[src/rtl/modport_fifo_pkg.sv]
// rtl/modport_fifo_pkg.sv - shared defaults and types for the 128-bit synchronous FIFO
package modport_fifo_pkg;

    localparam int DATA_W_DEF   = 128;
    localparam int DEPTH_DEF    = 16;
    localparam int AF_LEVEL_DEF = 12;
    localparam int AE_LEVEL_DEF = 4;

    localparam int PTR_W_DEF = $clog2(DEPTH_DEF);
    localparam int CNT_W_DEF = PTR_W_DEF + 1;

    typedef logic [PTR_W_DEF-1:0] ptr_t;
    typedef logic [CNT_W_DEF-1:0] cnt_t;

endpackage

[src/rtl/modport_fifo_ram.sv]
// rtl/modport_fifo_ram.sv - DEPTH x DATA_W storage, one write port, one registered read port
module fifo_ram
    import modport_fifo_pkg::*;
#(
    parameter int DATA_W = DATA_W_DEF,
    parameter int DEPTH  = DEPTH_DEF,
    parameter int ADDR_W = $clog2(DEPTH)
) (
    input  logic              clk,
    input  logic              reset,
    input  logic              wr_en,
    input  logic [ADDR_W-1:0] wr_addr,
    input  logic [DATA_W-1:0] wr_data,
    input  logic              rd_en,
    input  logic [ADDR_W-1:0] rd_addr,
    output logic [DATA_W-1:0] rd_data
);

    logic [DATA_W-1:0] mem [DEPTH];

    // Array is left unreset so it can map onto plain RAM macros.
    always_ff @(posedge clk) begin
        if (wr_en) begin
            mem[wr_addr] <= wr_data;
        end
    end

    always_ff @(posedge clk or posedge reset) begin
        if (reset) begin
            rd_data <= '0;
        end else if (rd_en) begin
            rd_data <= mem[rd_addr];
        end
    end

endmodule

[src/rtl/modport_fifo.sv]
// rtl/modport_fifo.sv - single-clock FIFO with registered read data and registered status flags
module modport_fifo
    import modport_fifo_pkg::*;
#(
    parameter int DATA_W   = DATA_W_DEF,
    parameter int DEPTH    = DEPTH_DEF,
    parameter int AF_LEVEL = AF_LEVEL_DEF,
    parameter int AE_LEVEL = AE_LEVEL_DEF
) (
    input  logic              clk,
    input  logic              reset,
    input  logic              i_wren,
    input  logic              i_rden,
    input  logic [DATA_W-1:0] i_wrdata,
    output logic              o_full,
    output logic              o_empty,
    output logic              o_alm_full,
    output logic              o_alm_empty,
    output logic [DATA_W-1:0] o_rddata
);

    localparam int PTR_W = $clog2(DEPTH);
    localparam int CNT_W = PTR_W + 1;

    logic [PTR_W-1:0] wr_ptr;
    logic [PTR_W-1:0] rd_ptr;
    logic [CNT_W-1:0] count;
    logic [CNT_W-1:0] count_next;
    logic             wr_acc;
    logic             rd_acc;

    // Acceptance uses the registered flags, so a full FIFO drops a write even when a read
    // frees a slot the same cycle, and an empty FIFO never bypasses write data to the reader.
    assign wr_acc = i_wren && !o_full;
    assign rd_acc = i_rden && !o_empty;

    always_comb begin
        count_next = count;
        if (wr_acc && !rd_acc) begin
            count_next = count + CNT_W'(1);
        end else if (rd_acc && !wr_acc) begin
            count_next = count - CNT_W'(1);
        end
    end

    always_ff @(posedge clk or posedge reset) begin
        if (reset) begin
            wr_ptr      <= '0;
            rd_ptr      <= '0;
            count       <= '0;
            o_full      <= 1'b0;
            o_empty     <= 1'b1;
            o_alm_full  <= 1'b0;
            o_alm_empty <= 1'b1;
        end else begin
            if (wr_acc) begin
                wr_ptr <= wr_ptr + PTR_W'(1);
            end
            if (rd_acc) begin
                rd_ptr <= rd_ptr + PTR_W'(1);
            end
            count       <= count_next;
            o_full      <= (count_next == CNT_W'(DEPTH));
            o_empty     <= (count_next == '0);
            o_alm_full  <= (count_next >= CNT_W'(AF_LEVEL));
            o_alm_empty <= (count_next <= CNT_W'(AE_LEVEL));
        end
    end

    fifo_ram #(
        .DATA_W (DATA_W),
        .DEPTH  (DEPTH),
        .ADDR_W (PTR_W)
    ) u_ram (
        .clk     (clk),
        .reset   (reset),
        .wr_en   (wr_acc),
        .wr_addr (wr_ptr),
        .wr_data (i_wrdata),
        .rd_en   (rd_acc),
        .rd_addr (rd_ptr),
        .rd_data (o_rddata)
    );

endmodule

[config.mk]
export PLATFORM = sky130hd
export DESIGN_NAME = modport_fifo
export DESIGN_NICKNAME = d
export VERILOG_FILES = /design/src/rtl/modport_fifo_pkg.sv /design/src/rtl/modport_fifo_ram.sv /design/src/rtl/modport_fifo.sv
export SDC_FILE = /design/constraint.sdc
export NUM_CORES = 2
export LEC_CHECK = 0
export CAP_MARGIN = 25
export CORE_MARGIN = 5
export CORE_UTILIZATION = 66
export CTS_CLUSTER_SIZE = 24
export DETAILED_ROUTE_END_ITERATION = 12
export HOLD_SLACK_MARGIN = 0.03
export PLACE_DENSITY = 0.89
export REMOVE_ABC_BUFFERS = 1
export SLEW_MARGIN = 40
export SYNTH_ARGS = -nofsm -noshare
export SYNTH_HDL_FRONTEND = slang
export SYNTH_HIERARCHICAL = 1
export SYNTH_SLANG_ARGS = --single-unit
[constraint.sdc]
create_clock -name clk -period 19.8 [get_ports clk]
set_clock_uncertainty 0.05 [all_clocks]
set_input_delay 3.96 -clock clk [delete_from_list [all_inputs] [get_ports clk]]
set_output_delay 3.96 -clock clk [all_outputs]
set_load 0.03 [all_outputs]
==> flow_metrics.env <==
export IMPL_drc=0
export IMPL_rsz0062_at_grt="no"
export IMPL_tritoncts="done"
export IMPL_num_rows=129
export IMPL_ir_drop_mv=0.160
export IMPL_grt_max_degree=112
export IMPL_dr_pass1_iters=7
export IMPL_p_clk_share_pct=27.5
export IMPL_cts_sinks=2193
export IMPL_hp_class="reg -> reg"
export IMPL_synth_edff_count=2048
export IMPL_power_frac_seq_pct=43.1
export IMPL_drive_above_1_share_pct=16.7
export IMPL_drtIter0Drc=7459
export IMPL_tns_ps=0
export IMPL_final_common_cell="edfxtp_1"
export IMPL_async_flop_share_pct=6.61
export IMPL_antenna_found_initial=24
export IMPL_ys_seq_area_share_pct=78.9
export IMPL_fin_nets=4345
export IMPL_hpwlAfterDp_mm=109
export IMPL_wl_per_cell_um=36.7
export IMPL_clk_pin_slew_ps=60
export IMPL_synth_xor_area_share_pct=0.138
export IMPL_floorplan_initialDensity_pct=66.6
export IMPL_layout_common_cells="edfxtp_1 (2,048), mux2i_1 (550), mux4_2 (276)"
export IMPL_critPathLaunchType="input port"
export IMPL_place_inst=5643
export IMPL_drv_cap=0
export IMPL_final_area_um2=94000
export IMPL_portBuffers=263
export IMPL_yosys_warnings=6
export IMPL_comb_power_share_pct=29.4
export IMPL_synth_compound_area_share_pct=3.97
export IMPL_place_congestion=0.794
export IMPL_synth_top_family_by_area="multiplexers"
export IMPL_synthSimpleGateAreaFrac_pct=0.564
export IMPL_p_sw_share_pct=33.2
export IMPL_dr_wl_met2_mm=110
export IMPL_path_class="in -> reg"
export IMPL_worstSetupEndpointType="flop"
export IMPL_top_layer_used="met5"
export IMPL_worst_slew_pin_slew_ps=962
export IMPL_synth_distinct_cells=50
export IMPL_first_global_vias=45445
export IMPL_syn_area_um2=82600
export IMPL_period_share_pct=35.2
export IMPL_finalNonFillerCells=6038
export IMPL_total_power_mw=14.2
export IMPL_grt_pass1_wl_mm=319
export IMPL_finalCriticalPeriod_ps=6970
export IMPL_whs_ps=533
export IMPL_clock_path_buffers=3
export IMPL_syn_inst=3889
export IMPL_worstSkewPairLatency_ps=840
export IMPL_cts_setup_buffers=0
export IMPL_placed_area_um2=87200
export IMPL_p_sw_mw=4.70
export IMPL_dieArea_um2=132000
export IMPL_worstPathMaxFanout=58
export IMPL_multi_input_comb_area_um2=16400
export IMPL_design_core_area_um2=124000
export IMPL_synth_ff_type="edfxtp_1"
export IMPL_power_density_nw_per_um2=151
export IMPL_vias=44505
export IMPL_ant_nets=0
export IMPL_syn_avg_cell_area_um2=21.2
export IMPL_met1_length_mm=72.4
export IMPL_p_leak_nw=31.1
export IMPL_synthAdderAreaFrac_pct=0.0606
export IMPL_viasPerCell=7.37
export IMPL_ctsHoldBuffers=0
export IMPL_critPathArrivalTime_ps=7340
export IMPL_synth_mux_area_fraction_pct=14.9
export IMPL_cts_root_buf="clkbuf_16"
export IMPL_fmax_mhz=144
export IMPL_cts_resized=0
export IMPL_ios=264
export IMPL_report_final_slew_viol_count=0
export IMPL_syn2layout_area_growth_pct=13.8
export IMPL_routed_wl_mm=221
export IMPL_seq_area_um2=65100
export IMPL_overflow=0
export IMPL_worst_endpoint_required_ps=20180
export IMPL_nFillCells=5837
export IMPL_wl_met3_mm=26.9
export IMPL_finalSetupViolCount=0
export IMPL_grt_util_all_layers_pct=33.6
export IMPL_rrSetupSlack_ps=15160
export IMPL_ys_ff_latch=2193
export IMPL_htree_levels=4
export IMPL_status="complete, no violations"
export IMPL_dieHeight_um=364
export IMPL_die_w_um=364
export IMPL_cts_buffers_inserted=198
export IMPL_power_internal_mw=9.48
export IMPL_relSlewSlack_pct=35.8
export IMPL_hold_violations=0
==> logic make-up after synthesis <==
group	Yosys count
adders and majority gates	4
xor gates and xnor gates	10
and+or+nand+nor	91
DFF	2193
AOI/OAI and AO/OA	504
buffers and inverters	230
muxes	857
==> Yosys cell counts, types with 4 or more instances <==
master,n,area (µm²)
a21oi_1,129,646
a22oi_1,11,82.6
a31oi_1,5,31.3
and2_1,4,25.0
buf_2,93,465
buf_4,44,330
buf_6,11,124
clkbuf_1,72,270
dfrtp_1,143,3580
edfxtp_1,2048,61500
ha_1,4,50.1
inv_1,4,15.0
mux2_2,17,191
mux2i_1,550,5510
mux4_1,14,368
mux4_2,276,6220
nand2_1,19,71.3
nand2b_1,6,37.5
nand3_1,11,55.1
nor2_1,29,109
nor3_1,4,20.0
o21ai_0,9,45.0
o22ai_1,238,1490
o32ai_1,106,928
xnor2_1,7,61.3
==> through the flow <==
stage / utilization, % / setup slack, ps
global route: 75.8 / 12860
finish: 75.8 / 12830
floorplan: - / -7050
CTS: 75.7 / 12970
detailed placement: 70.4 / 12130
global placement: 70.0 / 11470
==> final timing paths <==
kind,startpoint,endpoint,depth (start not counted)
max reg2reg,rd_ptr[0],u_ram/rd_data[127],7
min,count[4],count[4],1
min reg2reg,count[4],count[4],1
min in group asynchronous,reset,u_ram/rd_data[123],2
max,i_wren,u_ram/mem[1][45],7
max in group asynchronous,reset,u_ram/rd_data[9],3
==> flip-flops by register name (all words and copies together), names as in the netlist <==
signal         count
o_full             1
o_alm_empty        1
rd_ptr             4
u_ram/rd_data    128
u_ram/mem       2048
wr_ptr             4
o_empty            1
count              5
o_alm_full         1
==> power by group through the flow <==
stage               clock (mW)  sequential, mW  combinational, mW
global route              4.14            6.14               4.29
floorplan                    0            6.71               3.70
CTS                       3.92            6.10               4.09
detailed placement           0            6.15               3.93
finish                    3.90            6.11               4.17
global placement             0            6.11               3.75
==> metal layers <==
| metal | GRT usage, % | up-vias |
|---|---|---|
| met5 | 0 | - |
| met4 | 14.8 | 22 |
| met3 | 7.64 | 779 |
| met2 | 55.2 | 4283 |
| met1 | 44.1 | 22503 |
| li1 | - | 16918 |
==> critical path, stage by stage <==
cell and delay (ps):
clkdlybuf4s50_1 520, nand2b_4 140, clkinv_8 100, or3b_2 590, nor2_4 460, buf_4 710, buf_6 590
==> final cells by class <==
type,count,area share [%]
tap,1637,2.18
antenna,16,0.0426
timing repair buffer,344,3.97
clock buffer,267,5.84
clock inverter,109,1.16
sequential,2193,69.3
inverter,6,0.0506
multi-input combinational,1466,17.4
No activity file was read; power rests on OpenSTA's default activity.
